**config.mk**
```make
export PLATFORM = sky130hd
export DESIGN_NAME = fpu_issue_controller_flat
export DESIGN_NICKNAME = d
export VERILOG_FILES = /design/src/rtl/fpu_issue_controller_pkg.sv /design/src/rtl/fpu_issue_controller_if.sv /design/src/rtl/fpu_issue_controller_rr_arbiter.sv /design/src/rtl/fpu_issue_controller.sv /design/src/flat_wrapper.sv
export SDC_FILE = /design/constraint.sdc
export NUM_CORES = 1
export LEC_CHECK = 0
export CORE_ASPECT_RATIO = 2
export CORE_MARGIN = 2
export CORE_UTILIZATION = 42
export CTS_CLUSTER_DIAMETER = 100
export DETAILED_ROUTE_END_ITERATION = 10
export GPL_TIMING_DRIVEN = 0
export PLACE_DENSITY = 0.86
export SYNTH_ARGS = -nofsm -noshare
export SYNTH_HDL_FRONTEND = slang
export SYNTH_SLANG_ARGS = --single-unit
```
**constraint.sdc**
```tcl
create_clock -name clk -period 3.65 [get_ports clk]
set_input_delay 0.73 -clock clk [delete_from_list [all_inputs] [get_ports clk]]
set_output_delay 0.73 -clock clk [all_outputs]
set_load 0.02 [all_outputs]
```
**src/rtl/fpu_issue_controller_pkg.sv**
```systemverilog
// Shared definitions for the FPU issue controller: op codes, flag layout, FSM states, latency lookup.
package fpu_pkg;

   localparam logic [2:0] OP_NOP = 3'd0;
   localparam logic [2:0] OP_ADD = 3'd1;
   localparam logic [2:0] OP_SUB = 3'd2;
   localparam logic [2:0] OP_MUL = 3'd3;
   localparam logic [2:0] OP_DIV = 3'd4;
   localparam logic [2:0] OP_RND = 3'd5;
   localparam logic [2:0] OP_SLT = 3'd6;
   localparam logic [2:0] OP_INV = 3'd7;

   localparam int FLG_DZ   = 5;
   localparam int FLG_QNAN = 4;
   localparam int FLG_SNAN = 3;
   localparam int FLG_NX   = 2;
   localparam int FLG_UF   = 1;
   localparam int FLG_OF   = 0;

   localparam int CNT_W = 8;

   typedef logic [5:0] fp_flags_t;

   typedef enum logic [1:0] {
      IDLE = 2'd0,
      EXEC = 2'd1,
      RESP = 2'd2
   } state_e;

   function automatic logic [CNT_W-1:0] op_latency(input logic [2:0] op,
                                                   input int lat_add,
                                                   input int lat_mul,
                                                   input int lat_div,
                                                   input int lat_misc);
      int lat;
      case (op)
         OP_ADD, OP_SUB: lat = lat_add;
         OP_MUL:         lat = lat_mul;
         OP_DIV:         lat = lat_div;
         default:        lat = lat_misc;
      endcase
      return CNT_W'(lat);
   endfunction

endpackage

```
**src/rtl/fpu_issue_controller_if.sv**
```systemverilog
// Request, response and ALU-side signals of the FPU issue controller.
// master = requesters + ALU (bench side), slave = controller.
interface fpu_issue_controller_if;
   import fpu_pkg::*;

   logic [1:0]        req_valid;
   logic [1:0]        req_ready;
   logic [1:0][2:0]   req_op;
   logic [1:0][31:0]  req_a;
   logic [1:0][31:0]  req_b;

   logic              rsp_valid;
   logic              rsp_ready;
   logic              rsp_id;
   logic [31:0]       rsp_data;
   fp_flags_t         rsp_flags;

   logic [31:0]       alu_in1;
   logic [31:0]       alu_in2;
   logic [2:0]        alu_op;
   logic [31:0]       alu_result;
   fp_flags_t         alu_flags;

   modport master (
      output req_valid, req_op, req_a, req_b, rsp_ready, alu_result, alu_flags,
      input  req_ready, rsp_valid, rsp_id, rsp_data, rsp_flags, alu_in1, alu_in2, alu_op
   );

   modport slave (
      input  req_valid, req_op, req_a, req_b, rsp_ready, alu_result, alu_flags,
      output req_ready, rsp_valid, rsp_id, rsp_data, rsp_flags, alu_in1, alu_in2, alu_op
   );

endinterface

```
**src/rtl/fpu_issue_controller_rr_arbiter.sv**
```systemverilog
// Two-way round-robin arbiter: the requester named by ptr wins ties.
module fpu_rr_arbiter (
   input  logic       en,
   input  logic [1:0] req,
   input  logic       ptr,
   output logic [1:0] grant,
   output logic       idx,
   output logic       valid
);

   always_comb begin
      valid = en && (|req);
      idx   = req[ptr] ? ptr : ~ptr;
      grant = 2'b00;
      if (valid) begin
         grant[idx] = 1'b1;
      end
   end

endmodule

```
**src/rtl/fpu_issue_controller.sv**
```systemverilog
// Shares one combinational FP ALU between two requesters with multi-cycle settle and sticky flags.
// Optional trap output is enabled by defining FPU_ISSUE_TRAP_EN.
module fpu_issue_controller
   import fpu_pkg::*;
#(
   parameter int LAT_ADD  = 2,
   parameter int LAT_MUL  = 3,
   parameter int LAT_DIV  = 8,
   parameter int LAT_MISC = 1
) (
   input  logic                   clk,
   input  logic                   rst_n,
   fpu_issue_controller_if.slave  bus,
   output fp_flags_t              sticky_flags,
   input  logic                   sticky_clr,
   output logic                   busy
`ifdef FPU_ISSUE_TRAP_EN
   ,
   input  fp_flags_t              trap_mask,
   output logic                   trap,
   output logic                   trap_id
`endif
);

   if (LAT_ADD < 1 || LAT_MUL < 1 || LAT_DIV < 1 || LAT_MISC < 1) begin : g_lat_min_check
      $error("fpu_issue_controller: every LAT parameter must be at least 1");
   end
   if (LAT_ADD > (1 << CNT_W) || LAT_MUL > (1 << CNT_W) ||
       LAT_DIV > (1 << CNT_W) || LAT_MISC > (1 << CNT_W)) begin : g_lat_max_check
      $error("fpu_issue_controller: a LAT parameter exceeds the settle counter range");
   end

   state_e            state_q, state_d;
   logic              ptr_q, ptr_d;
   logic [CNT_W-1:0]  cnt_q, cnt_d;
   logic [2:0]        op_q, op_d;
   logic [31:0]       a_q, a_d;
   logic [31:0]       b_q, b_d;
   logic              id_q, id_d;
   logic              rsp_valid_q, rsp_valid_d;
   logic [31:0]       rsp_data_q, rsp_data_d;
   fp_flags_t         rsp_flags_q, rsp_flags_d;
   fp_flags_t         sticky_q, sticky_d;
   logic              capture;

   logic [1:0]        arb_grant;
   logic              arb_idx;
   logic              arb_valid;

   fpu_rr_arbiter u_arb (
      .en    (state_q == IDLE),
      .req   (bus.req_valid),
      .ptr   (ptr_q),
      .grant (arb_grant),
      .idx   (arb_idx),
      .valid (arb_valid)
   );

   // Grant is visible in the same cycle; everything the ALU sees comes from latched copies.
   always_comb begin
      state_d     = state_q;
      ptr_d       = ptr_q;
      cnt_d       = cnt_q;
      op_d        = op_q;
      a_d         = a_q;
      b_d         = b_q;
      id_d        = id_q;
      rsp_valid_d = rsp_valid_q;
      rsp_data_d  = rsp_data_q;
      rsp_flags_d = rsp_flags_q;
      sticky_d    = sticky_clr ? '0 : sticky_q;
      capture     = 1'b0;

      case (state_q)
         IDLE: begin
            if (arb_valid) begin
               op_d    = bus.req_op[arb_idx];
               a_d     = bus.req_a[arb_idx];
               b_d     = bus.req_b[arb_idx];
               id_d    = arb_idx;
               cnt_d   = op_latency(bus.req_op[arb_idx], LAT_ADD, LAT_MUL, LAT_DIV, LAT_MISC)
                         - CNT_W'(1);
               ptr_d   = ~arb_idx;
               state_d = EXEC;
            end
         end
         EXEC: begin
            if (cnt_q != '0) begin
               cnt_d = cnt_q - CNT_W'(1);
            end else begin
               capture     = 1'b1;
               rsp_data_d  = bus.alu_result;
               rsp_flags_d = bus.alu_flags;
               rsp_valid_d = 1'b1;
               sticky_d    = sticky_d | bus.alu_flags;
               state_d     = RESP;
            end
         end
         RESP: begin
            if (bus.rsp_ready) begin
               rsp_valid_d = 1'b0;
               state_d     = IDLE;
            end
         end
         default: begin
            state_d = IDLE;
         end
      endcase
   end

`ifdef FPU_ISSUE_TRAP_EN
   logic trap_q, trap_d;
   logic trap_id_q, trap_id_d;

   always_comb begin
      trap_d    = 1'b0;
      trap_id_d = trap_id_q;
      if (capture) begin
         trap_d = |(bus.alu_flags & trap_mask);
         if (trap_d) begin
            trap_id_d = id_q;
         end
      end
   end

   always_ff @(posedge clk or negedge rst_n) begin
      if (!rst_n) begin
         trap_q    <= 1'b0;
         trap_id_q <= 1'b0;
      end else begin
         trap_q    <= trap_d;
         trap_id_q <= trap_id_d;
      end
   end

   assign trap    = trap_q;
   assign trap_id = trap_id_q;
`endif

   always_ff @(posedge clk or negedge rst_n) begin
      if (!rst_n) begin
         state_q     <= IDLE;
         ptr_q       <= 1'b0;
         cnt_q       <= '0;
         op_q        <= OP_NOP;
         a_q         <= '0;
         b_q         <= '0;
         id_q        <= 1'b0;
         rsp_valid_q <= 1'b0;
         rsp_data_q  <= '0;
         rsp_flags_q <= '0;
         sticky_q    <= '0;
      end else begin
         state_q     <= state_d;
         ptr_q       <= ptr_d;
         cnt_q       <= cnt_d;
         op_q        <= op_d;
         a_q         <= a_d;
         b_q         <= b_d;
         id_q        <= id_d;
         rsp_valid_q <= rsp_valid_d;
         rsp_data_q  <= rsp_data_d;
         rsp_flags_q <= rsp_flags_d;
         sticky_q    <= sticky_d;
      end
   end

   assign bus.req_ready = arb_grant;
   assign bus.alu_in1   = a_q;
   assign bus.alu_in2   = b_q;
   assign bus.alu_op    = op_q;
   assign bus.rsp_valid = rsp_valid_q;
   assign bus.rsp_id    = id_q;
   assign bus.rsp_data  = rsp_data_q;
   assign bus.rsp_flags = rsp_flags_q;
   assign sticky_flags  = sticky_q;
   assign busy          = (state_q != IDLE);

endmodule
```
**src/flat_wrapper.sv**
```systemverilog
// flat-port wrapper written by rule: the top's interface ports become plain ports
module fpu_issue_controller_flat import fpu_pkg::*;
#(
   parameter int LAT_ADD  = 2,
   parameter int LAT_MUL  = 3,
   parameter int LAT_DIV  = 8,
   parameter int LAT_MISC = 1
)
  (clk, rst_n, sticky_flags, sticky_clr, busy, bus_req_valid, bus_req_op, bus_req_a, bus_req_b, bus_rsp_ready, bus_alu_result, bus_alu_flags, bus_req_ready, bus_rsp_valid, bus_rsp_id, bus_rsp_data, bus_rsp_flags, bus_alu_in1, bus_alu_in2, bus_alu_op);
  fpu_issue_controller_if bus_i ();
  input  logic clk;
  input  logic rst_n;
  output fp_flags_t sticky_flags;
  input  logic sticky_clr;
  output logic busy;
  input wire logic [$bits(bus_i.req_valid)-1:0] bus_req_valid;
  input wire logic [$bits(bus_i.req_op)-1:0] bus_req_op;
  input wire logic [$bits(bus_i.req_a)-1:0] bus_req_a;
  input wire logic [$bits(bus_i.req_b)-1:0] bus_req_b;
  input wire logic [$bits(bus_i.rsp_ready)-1:0] bus_rsp_ready;
  input wire logic [$bits(bus_i.alu_result)-1:0] bus_alu_result;
  input wire logic [$bits(bus_i.alu_flags)-1:0] bus_alu_flags;
  output wire logic [$bits(bus_i.req_ready)-1:0] bus_req_ready;
  output wire logic [$bits(bus_i.rsp_valid)-1:0] bus_rsp_valid;
  output wire logic [$bits(bus_i.rsp_id)-1:0] bus_rsp_id;
  output wire logic [$bits(bus_i.rsp_data)-1:0] bus_rsp_data;
  output wire logic [$bits(bus_i.rsp_flags)-1:0] bus_rsp_flags;
  output wire logic [$bits(bus_i.alu_in1)-1:0] bus_alu_in1;
  output wire logic [$bits(bus_i.alu_in2)-1:0] bus_alu_in2;
  output wire logic [$bits(bus_i.alu_op)-1:0] bus_alu_op;
  assign bus_i.req_valid = bus_req_valid;
  assign bus_i.req_op = bus_req_op;
  assign bus_i.req_a = bus_req_a;
  assign bus_i.req_b = bus_req_b;
  assign bus_i.rsp_ready = bus_rsp_ready;
  assign bus_i.alu_result = bus_alu_result;
  assign bus_i.alu_flags = bus_alu_flags;
  assign bus_req_ready = bus_i.req_ready;
  assign bus_rsp_valid = bus_i.rsp_valid;
  assign bus_rsp_id = bus_i.rsp_id;
  assign bus_rsp_data = bus_i.rsp_data;
  assign bus_rsp_flags = bus_i.rsp_flags;
  assign bus_alu_in1 = bus_i.alu_in1;
  assign bus_alu_in2 = bus_i.alu_in2;
  assign bus_alu_op = bus_i.alu_op;
  fpu_issue_controller #(.LAT_ADD(LAT_ADD), .LAT_MUL(LAT_MUL), .LAT_DIV(LAT_DIV), .LAT_MISC(LAT_MISC)) u_core (.clk(clk), .rst_n(rst_n), .bus(bus_i), .sticky_flags(sticky_flags), .sticky_clr(sticky_clr), .busy(busy));
endmodule
```
After elaboration in Yosys (flattened, before gate mapping)

Index checks and enable logic that the tools add are counted.

Flip-flop bits (word level): 124
Bits of input ports: 178
Output and inout port bits: 116

Add/subtract/negate cells: 2
$lt $le $gt $ge: 3
Equal/unequal tests: 10
Muxes and demuxes: 28
Bitwise operators: 4
Reductions and logical operators: 14

Operators with widths:

| cell                                                 | count |
|---|---|
| 2-to-1 mux 32 bit                                    | 4 |
| 2-to-1 mux 8 bit                                     | 4 |
| 2-to-1 mux 6 bit                                     | 3 |
| one-hot mux 8 bit (2 select lines)                   | 1 |
| subtractor 8 x 1 -> 8 bit (second input constant)    | 2 |
| one-hot mux 4 bit (3 select lines)                   | 1 |
| AND reduction 3 bit                                  | 3 |
| 2-to-1 mux 2 bit                                     | 4 |
| nonzero test 8 bit                                   | 1 |
| equality test 3 x 2 -> 1 bit (second input constant) | 2 |
| 2-to-1 mux 1 bit                                     | 6 |
| 2-to-1 mux 3 bit                                     | 2 |
| bitwise OR 6 bit                                     | 1 |
| one-hot mux 2 bit (3 select lines)                   | 1 |
| nonzero test 2 bit                                   | 3 |
| < comparator 1 x 2 -> 1 bit (second input constant)  | 2 |
| != test 2 x 1 -> 1 bit (second input constant)       | 2 |
| != test 2 bit (second input constant)                | 2 |
| AND reduction 2 bit                                  | 2 |
| OR reduction 2 bit                                   | 2 |
| equality test 3 x 1 -> 1 bit (second input constant) | 1 |
| equality test 3 bit (second input constant)          | 1 |
| NOT 1 bit                                            | 3 |
| equality test 2 x 1 -> 1 bit (second input constant) | 1 |
| other kinds (6)                                      | 7 |

Depth between registers and ports, before layout

Gate-level depths: netlist of the first run.

Word-level depth: 13
Gate-level depth with buffers: 9
Mapped depth without buffers: 8

Hierarchy

Synthesis of the first run repeated with hierarchy kept, for this count alone.

Cells, all modules: 553
Area, all modules: 5424.0 um^2

Modules (own cells, without submodules):

| module               | instances | cells an instance | area each (um^2) |
|---|---|---|---|
| fpu_issue_controller | 1         | 545               | 5383.9 |
| fpu_rr_arbiter       | 1         | 8                 | 40.0 |

Worst setup path after synthesis of the first run

OpenSTA, ideal clock, no wires.

Path type: input -> output
Start: input bus_req_valid[0]
End: output bus_req_ready[1]
Arrival time: 1.763 ns
Data required time: 2.920 ns
Slack: 1.157 ns
Stages: 5
Cell sequence: nor2b_1 > or2_1 > buf_2 > clkbuf_1 > nor2_1

Word-level cells in the longest chain between the ends: 8
Elaborated cells between the ends (all ways): 11

RTL lines:

| element                                                                                         | line                                  | source |
|---|---|---|
| start: declaration                                                                              | flat_wrapper.sv:16                    | `input wire logic [$bits(bus_i.req_valid)-1:0] bus_req_valid;` |
| 2-to-1 mux 1 bit (not written as such) (2 in series)                                            | fpu_issue_controller_rr_arbiter.sv:13 | `idx = req[ptr] ? ptr : ~ptr;` |
| 2-to-1 mux 1 bit                                                                                | fpu_issue_controller_rr_arbiter.sv:13 |  |
| < comparator 1 x 2 -> 1 bit (not written as such) / >= comparator 1 bit (equally long branches) | fpu_issue_controller_rr_arbiter.sv:16 | `grant[idx] = 1'b1;` |
| logical AND 1 bit (not written as such)                                                         | fpu_issue_controller_rr_arbiter.sv:16 |  |
| 2-to-1 mux 1 bit (not written as such)                                                          | fpu_issue_controller_rr_arbiter.sv:16 |  |
| demux 1 bit (select 1 bit)                                                                      | fpu_issue_controller_rr_arbiter.sv:16 |  |
| 2-to-1 mux 2 bit (*)                                                                            | fpu_issue_controller_rr_arbiter.sv:15 | `if (valid) begin` |
| end: declaration                                                                                | flat_wrapper.sv:23                    | `output wire logic [$bits(bus_i.req_ready)-1:0] bus_req_ready;` |

Mark *: on every way between the ends. The rest lies on a longest branch, timed or not. The select of a mux whose other input is x is not followed.

Final worst setup path of the first run

Start: input bus_req_valid[0]
End: output bus_req_ready[0]

Same word-level chain as after synthesis.

==> flow_summary.json, run 1 <==
{
  "place_area_um2": 8490,
  "clk_latency_ps": 410,
  "syn_avg_cell_area_um2": 9.50,
  "fin_crit_ps": 3410,
  "crit_family": "buffers and inverters",
  "outcome": "completed",
  "finalSetupViolations": 0,
  "die-height_um": 163,
  "critPathMaxFanout": 10,
  "cts_buffers": 17,
  "seq_area_frac_synth_pct": 58.1,
  "drive_above_1_share_pct": 8.46,
  "totalPowerFinal_uw": 8110,
  "grt_overflow": 0,
  "cts.reportedPaths.clkPinSlew_ps": 60,
  "synth_nets": 741,
  "avgViaCountPerCell": 5.13,
  "clock-root-buffer": "clkbuf_16",
  "hpwl_um": 14000,
  "synth_seq_cells": 124,
  "die_x_um": 83.7,
  "post-synth-top-count-cell": "nand2_1",
  "slowest_delay_ps": 570,
  "setup_ws_ps": 235,
  "routedWlPerCell_um": 17.5,
  "crit_slowest_cell": "clkdlybuf4s50_1",
  "drtPass1Iterations": 5,
  "synthTopCellsByCount": "152 x nand2_1, 124 x dfrtp_1, 83 x nor2_1",
  "synth_edf_count": 0,
  "powerDensity_nw_per_um2": 893,
  "vias": 5324,
  "synth_area_leaders": "dfrtp_1 58%, nand2_1 11%, a31oi_1 7.9%, mux2_2 7.0%, nor2_1 5.8%",
  "path_cells": "clkdlybuf4s50_1 > nor2b_1 > nor2_1 > clkbuf_2 > nor2_1 > clkdlybuf4s50_1",
  "criticalPathCategory": "input port to output port",
  "slew_viol_final": 0,
  "finalHoldViolations": 0,
  "post-route-util_pct": 72.8,
  "grt_pass1_vias": 5544,
  "p_leak_uw": 0.00382,
  "grt_pass1_wl_um": 28200,
  "antenna_found_initial": 0,
  "synth-main-ff-cell": "dfrtp_1",
  "io_buffers": 293,
  "layout.nets": 1053,
  "clk_path_buf_depth": 2,
  "design_area_um2": 9090,
  "cts_hold_buf": 0,
  "synthArstFlopShare_pct": 100,
  "post-route-period-util_pct": 93.6,
  "cts_tree": "done",
  "synth.top_cell.area_share_pct": 58.1,
  "worst_slew_pin_slew_ps": 775,
  "place.gp.congestion": 0.861,
  "vdd_drop_max_uv": 546,
  "post_cts_resized": 0,
  "grt_max_degree": 76,
  "postRouteAntennaNets": 0,
  "htree_levels": 4,
  "ys_types": 32,
  "cp.required_ps": 2920,
  "num_rows": 58,
  "relSlewSlack_pct": 48.1,
  "whs_ps": 264,
  "grtUsageTotal_pct": 26.7,
  "reg2reg_depth": 6,
  "synth_top_area_cell": "dfrtp_1",
  "rrSetupSlack_ps": 1060,
  "drt_iter0_drc": 256,
  "core_um2": 12500,
  "reg2reg_to": "u_core.bus.alu_in2[28]",
  "drt_wl_total_um": 18200,
  "worst-path-buf-inv": 3,
  "crit_cells": 6,
  "finClkSkew_ps": 9.98,
  "die_area_um2": 13700,
  "reg2reg_from": "u_core.state_q[1]",
  "cap_violations": 0,
  "syn_inst": 562,
  "syn_to_final_growth_pct": 70.2,
  "start_util_pct": 42.8,
  "fmax_ghz": 0.293,
  "endpoint_kind": "output port",
  "yosysWarnings": 0,
  "cts_num_sinks": 124,
  "critPathLaunchType": "input port",
  "route.detailed.drc": 0,
  "hold_class": "input port to async pin",
  "syn_area_um2": 5340,
  "critPathArrivalTime_ps": 2680,
  "rsz0062_at_grt": "no",
  "post_cts_buffers": 0,
  "dp_slack_ps": 3.19,
  "num_io_pins": 294
}
## logic make-up (layout without fill, tap and decap cells)
logic type      Yosys count  after routing  synth area share (%)
compound gates           97             97                  11.2
xor+xnor                  5              5                 0.820
fa+ha+maj                 1              1                 0.234
buf+inv                  49            374                  3.56
flops                   124            124                  58.1
mux                      37             37                  7.83
other cells               0              1                     0
simple gates            249            249                  18.2
## layout by cell type (no fill, tap or decap), drive strengths merged, types with 3 or more instances in the layout
cell           count
o21ai             17
a21o               3
clkbuf            43
nand2            152
clkinv             5
xnor2              3
a21oi              4
clkdlybuf4s50    292
nor3               3
inv               15
buf               12
clkinvlp           4
bufinv             3
dfrtp            124
nor2              83
a31oi             67
mux2              35
or2                4
nor2b              3
## power by group
group	switching (uW)	total, uW	internal, uW
Sequential	364	2400	2040
Combinational	2150	4010	1850
Clock	630	1710	1070
## metrics by stage
stage,TNS (ps),cells
after floorplan,0,562
after global placement,-371100,1005
after detailed placement,0,1006
after CTS,0,1037
after global routing,0,1037
final,0,1038
## worst max-delay path by stage
| stage | slack [ps] | to | startpoint |
|---|---|---|---|
| after global placement | -3010 | u_core.bus.alu_in2[13] | rst_n |
| after detailed placement | 3 | bus_req_ready[1] | bus_req_valid[0] |
| after global routing | 150 | bus_req_ready[0] | bus_req_valid[0] |
| after floorplan | 1160 | bus_req_ready[1] | bus_req_valid[0] |
| after CTS | 60 | bus_req_ready[0] | bus_req_valid[1] |
| final | 240 | bus_req_ready[0] | bus_req_valid[0] |
## cell type report
| class | count | area [um^2] |
|---|---|---|
| antenna | 1 | 2.50 |
| buffer | 35 | 139 |
| clock buffer | 18 | 429 |
| clock inverter | 14 | 170 |
| fill | 891 | 3390 |
| inverter | 13 | 48.8 |
| multi-input combinational | 389 | 2050 |
| sequential | 124 | 3100 |
| tap | 150 | 188 |
| timing repair buffer | 294 | 2960 |
## metal layers
metal  routed length (um)  vias to the layer above  global-route usage [%]
li1                     -                     2511                       -
met1                 6210                     2492                    27.6
met2                 9870                      260                    47.6
met3                 1210                       61                    6.82
met4                  911                        0                    16.1
met5                    0                        -                       0
## flip-flops by register name, indices dropped and copies added, names as in the netlist
| register | cells |
|---|---|
| u_core.bus.alu_in2 | 32 |
| u_core.bus.rsp_valid | 1 |
| u_core.cnt_q | 8 |
| u_core.bus.rsp_id | 1 |
| u_core.ptr_q | 1 |
| u_core.sticky_flags | 6 |
| u_core.bus.rsp_flags | 6 |
| u_core.bus.alu_op | 3 |
| u_core.bus.alu_in1 | 32 |
| u_core.bus.rsp_data | 32 |
| u_core.state_q | 2 |
No activity file was read; power rests on OpenSTA's default activity.
==> run 2, diff against run 1 <==
- RECOVER_POWER: not set -> 25
- SKIP_CTS_REPAIR_TIMING: not set -> 1
==> flow_summary.json, run 2 (synthesis gave the netlist of run 1 again) <==
{
  "power.share.switching_pct": 38.8,
  "cap_violations": 1,
  "place_area_um2": 8490,
  "hold_class": "flop to flop",
  "die_x_um": 83.7,
  "grt_max_degree": 76,
  "finalHoldViolations": 0,
  "reg2reg_depth": 6,
  "grt_pass1_vias": 5553,
  "clk_path_buf_depth": 2,
  "layout.nets": 1053,
  "hpwl_um": 14000,
  "fin_crit_ps": 3410,
  "dp_slack_ps": 3.19,
  "cts_num_sinks": 124,
  "reg2reg_to": "u_core.bus.alu_in2[28]",
  "worstHoldEndpoint": "u_core.bus.rsp_id",
  "drtPass1Iterations": 5,
  "cts_tree": "done",
  "violations": "capacitance limit, slew limit",
  "worst-path-buf-inv": 3,
  "post-route-period-util_pct": 93.4,
  "design_area_um2": 9080,
  "relSlewSlack_pct": -92.4,
  "slew_viol_final": 50,
  "routedWlPerCell_um": 17.5,
  "clock-root-buffer": "clkbuf_16",
  "crit_slowest_cell": "clkdlybuf4s50_1",
  "grt_overflow": 0,
  "clk_latency_ps": 410,
  "postRouteAntennaNets": 0,
  "finClkSkew_ps": 10.4,
  "p_clk_share_pct": 21.0,
  "rrSetupSlack_ps": 1070,
  "path_cells": "clkdlybuf4s50_1 > nor2b_1 > nor2_1 > clkbuf_2 > nor2_1 > clkdlybuf4s50_1",
  "rsz0062_at_grt": "no",
  "io_buffers": 293,
  "place.gp.congestion": 0.861,
  "drt_wl_total_um": 18200,
  "criticalPathCategory": "input port to output port",
  "num_rows": 58,
  "final.setup.tns_ps": 0,
  "worst_slew_pin_slew_ps": 2890,
  "setup_ws_ps": 240,
  "combinationalPowerShare_pct": 49.4,
  "die-height_um": 163,
  "cts.reportedPaths.clkPinSlew_ps": 50,
  "cp.required_ps": 2920,
  "hold_start": "u_core.bus.rsp_id",
  "route.detailed.drc": 0,
  "reg2reg_from": "u_core.state_q[1]",
  "outcome": "complete, but fails checks",
  "p_leak_uw": 0.00381,
  "powerDensity_nw_per_um2": 893,
  "core_um2": 12500,
  "critPathArrivalTime_ps": 2680,
  "finalSetupViolations": 0,
  "drt_iter0_drc": 254,
  "fillers": 893,
  "layout_commonest_cell": "clkdlybuf4s50_1",
  "slowest_delay_ps": 570,
  "vias": 5340,
  "layout_common_cells": "292 x clkdlybuf4s50_1, 152 x nand2_1, 124 x dfrtp_1",
  "critPathMaxFanout": 10,
  "num_io_pins": 294,
  "grtUsageTotal_pct": 26.7,
  "endpoint_kind": "output port",
  "p_seq_share_pct": 29.6,
  "htree_levels": 4,
  "avgViaCountPerCell": 5.14,
  "die_area_um2": 13700,
  "grt_pass1_wl_um": 28200,
  "crit_family": "buffers and inverters",
  "drive_above_1_share_pct": 8.34,
  "cts_buffers": 17,
  "antenna_found_initial": 0,
  "p_int_uw": 4960,
  "start_util_pct": 42.8,
  "vdd_drop_max_uv": 546,
  "critPathLaunchType": "input port",
  "power_switching_uw": 3150,
  "syn_to_final_growth_pct": 70.1,
  "hold_depth": 1,
  "fmax_ghz": 0.293
}
-- run 2: cell count changes in the layout (fill, tap and decap cells not counted) --
| cell | delta |
|---|---|
| buf_6 | -1 |
| clkbuf_1 | +1 |
-- run 2: routing by layer --
metal / part of all wire (%) / track usage, % / wire length (um)
met3: 6.6 / 6.82 / 1200
met1: 34 / 27.7 / 6200
met5: 0 / 0 / 0
met4: 5.1 / 16.1 / 933
met2: 54 / 47.7 / 9830
-- run 2: worst max path at each step --
| stage | startpoint | endpoint | slack [ps] | depth (start not counted) |
|---|---|---|---|---|
| after global placement | rst_n | u_core.bus.alu_in2[13] | -3010 | 1 |
| after CTS | bus_req_valid[0] | bus_req_ready[1] | -5 | 7 |
| after floorplan | bus_req_valid[0] | bus_req_ready[1] | 1160 | 5 |
| after detailed placement | bus_req_valid[0] | bus_req_ready[1] | 3 | 7 |
| final | bus_req_valid[0] | bus_req_ready[0] | 240 | 6 |
| after global routing | bus_req_valid[0] | bus_req_ready[0] | 150 | 6 |
-- run 2: cell type report --
| type | count | area, um^2 | area share, % |
|---|---|---|---|
| Antenna cell | 1 | 2.50 | 0.0276 |
| Buffer | 35 | 139 | 1.53 |
| Timing Repair Buffer | 294 | 2950 | 32.5 |
| Sequential cell | 124 | 3100 | 34.2 |
| Multi-Input combinational cell | 389 | 2050 | 22.5 |
| Clock inverter | 14 | 170 | 1.87 |
| Inverter | 13 | 48.8 | 0.537 |
| Clock buffer | 18 | 429 | 4.73 |
| Tap cell | 150 | 188 | 2.07 |
-- run 2: stage by stage --
step	hold WS (ps)	utilization, %	instances	total power (uW)
after global placement	461	67.8	1005	6330
after global routing	525	72.7	1037	8580
final	498	72.7	1038	8110
after detailed placement	483	68.0	1006	6440
after CTS	264	72.8	1038	8180
after floorplan	434	-	562	4470
-- run 2: power by group through the flow --
| stage | clock network, uW | logic [uW] | registers, uW |
|---|---|---|---|
| after floorplan | 0 | 1360 | 3110 |
| after global placement | 0 | 3950 | 2380 |
| after detailed placement | 0 | 4030 | 2410 |
| after CTS | 1730 | 4050 | 2400 |
| after global routing | 1800 | 4310 | 2480 |
| final | 1710 | 4010 | 2400 |
==> run 3, diff against run 2 <==
- CORE_ASPECT_RATIO: 2 -> not set
==> flow_summary.json, run 3 (synthesis gave the netlist of run 1 again) <==
{
  "busiest_layer": "met2",
  "grt_overflow": 0,
  "syn_to_final_growth_pct": 70.3,
  "place.gp.congestion": 0.857,
  "critPathArrivalTime_ps": 2840,
  "antenna_found_initial": 1,
  "p_leak_uw": 0.00382,
  "postRouteAntennaNets": 0,
  "path_cells": "clkdlybuf4s50_1 > nor2b_4 > nor2_1 > clkbuf_1 > nor2_1 > clkdlybuf4s50_1",
  "clk_path_buf_depth": 2,
  "critPathMaxFanout": 10,
  "power.share.switching_pct": 39.0,
  "grtUsageMet1_pct": 31.2,
  "routedWlPerCell_um": 18.0,
  "fillers": 903,
  "grtUsageMet3_pct": 10.2,
  "die_area_um2": 13600,
  "avgViaCountPerCell": 5.08,
  "die-height_um": 117,
  "p_seq_share_pct": 29.6,
  "num_rows": 41,
  "cts.reportedPaths.clkPinSlew_ps": 50,
  "clk_latency_ps": 420,
  "final_cells": 1058,
  "slowest_delay_ps": 550,
  "finalSetupViolations": 0,
  "drt_iter0_drc": 300,
  "grtUsageTotal_pct": 27.7,
  "powerDensity_nw_per_um2": 896,
  "endpoint_kind": "output port",
  "final.setup.tns_ps": 0,
  "htree_levels": 4,
  "rsz0062_at_grt": "no",
  "p_clk_share_pct": 20.5,
  "cts_num_sinks": 124,
  "grt_pass1_vias": 5182,
  "drt_wl_total_um": 19000,
  "fin_crit_ps": 3570,
  "outcome": "complete, but fails checks",
  "hold_class": "flop to flop",
  "layout.nets": 1053,
  "whs_ps": 474,
  "cp.required_ps": 2920,
  "die_x_um": 117,
  "critPathLaunchType": "input port",
  "grt_pass1_wl_um": 27900,
  "num_io_pins": 294,
  "violations": "capacitance limit, slew limit",
  "vdd_drop_max_uv": 416,
  "clock-root-buffer": "clkbuf_16",
  "cap_violations": 1,
  "cts_tree": "done",
  "start_util_pct": 42.7,
  "vias": 5377,
  "hold_depth": 1,
  "worst_slew_pin_slew_ps": 2900,
  "criticalPathCategory": "input port to output port",
  "finClkSkew_ps": 5.53,
  "slew_viol_final": 51,
  "core_um2": 12500,
  "power_switching_uw": 3170,
  "io_buffers": 293,
  "relSlewSlack_pct": -93.0,
  "p_int_uw": 4970,
  "finalHoldViolations": 0,
  "drtPass1Iterations": 5,
  "layout_common_cells": "292 x clkdlybuf4s50_1, 152 x nand2_1, 124 x dfrtp_1",
  "post-route-period-util_pct": 97.8,
  "layout_commonest_cell": "clkdlybuf4s50_1",
  "crit_slowest_cell": "clkdlybuf4s50_1",
  "grt_max_degree": 75,
  "reg2reg_depth": 6,
  "placed_cells": 1028,
  "hpwl_um": 13800,
  "route.detailed.drc": 0,
  "drive_above_1_share_pct": 8.02,
  "cts_buffers": 17,
  "combinationalPowerShare_pct": 49.9,
  "fmax_ghz": 0.280,
  "met2_usage_pct": 46.8
}
## run 3: path summary, 6_finish.rpt
path	start	endpoint	slack (ps)
hold reg to reg	u_core.bus.rsp_valid	u_core.bus.rsp_valid	470
setup reg to reg	u_core.state_q[1]	u_core.bus.alu_in1[6]	1010
hold / removal	u_core.bus.rsp_valid	u_core.bus.rsp_valid	470
setup / recovery	bus_req_valid[1]	bus_req_ready[0]	80
min in group asynchronous	rst_n	u_core.bus.rsp_data[23]	1230
max in group asynchronous	rst_n	u_core.bus.alu_in1[19]	760
## run 3: worst max-delay path: cells and delay by family
family        cells  cell delay, ps
buf+inv           3            1540
simple gates      3             560
## run 3: cell type report
cell class / instances / area (um^2) / share of cell area [%]
multi-input cells: 389 / 2050 / 22.5
inverters: 13 / 48.8 / 0.537
clock buffers: 23 / 498 / 5.48
flip-flops and latches: 124 / 3100 / 34.1
plain buffers: 35 / 138 / 1.51
clock inverters: 7 / 87.6 / 0.963
diodes: 1 / 2.50 / 0.0275
repair buffers: 294 / 2950 / 32.5
well taps: 172 / 215 / 2.37
## run 3: routing by layer
layer / share of wire [%] / up-vias
li1: - / 2524
met1: 37 / 2549
met5: 0 / -
met2: 50 / 259
met4: 3.1 / 0
met3: 10 / 45
## run 3: per-stage QoR
stage                     setup WS, ps  area [um^2]  total power [uW]  utilization [%]
after floorplan                   1160         5340              4470                -
after global placement           -2980         8490              6350             67.8
after detailed placement          -130         8520              6460             68.0
after CTS                         -131         9100              8180             72.7
after global routing              14.4         9090              8590             72.6
final                             80.7         9090              8150             72.6
## run 3: power by group through the flow
stage / Sequential (uW) / Clock (uW) / Combinational (uW)
6_report: 2410 / 1670 / 4060
5_1_grt: 2480 / 1750 / 4370
4_1_cts: 2400 / 1680 / 4090
3_5_place_dp: 2410 / 0 / 4050
3_3_place_gp: 2370 / 0 / 3980
2_1_floorplan: 3110 / 0 / 1360
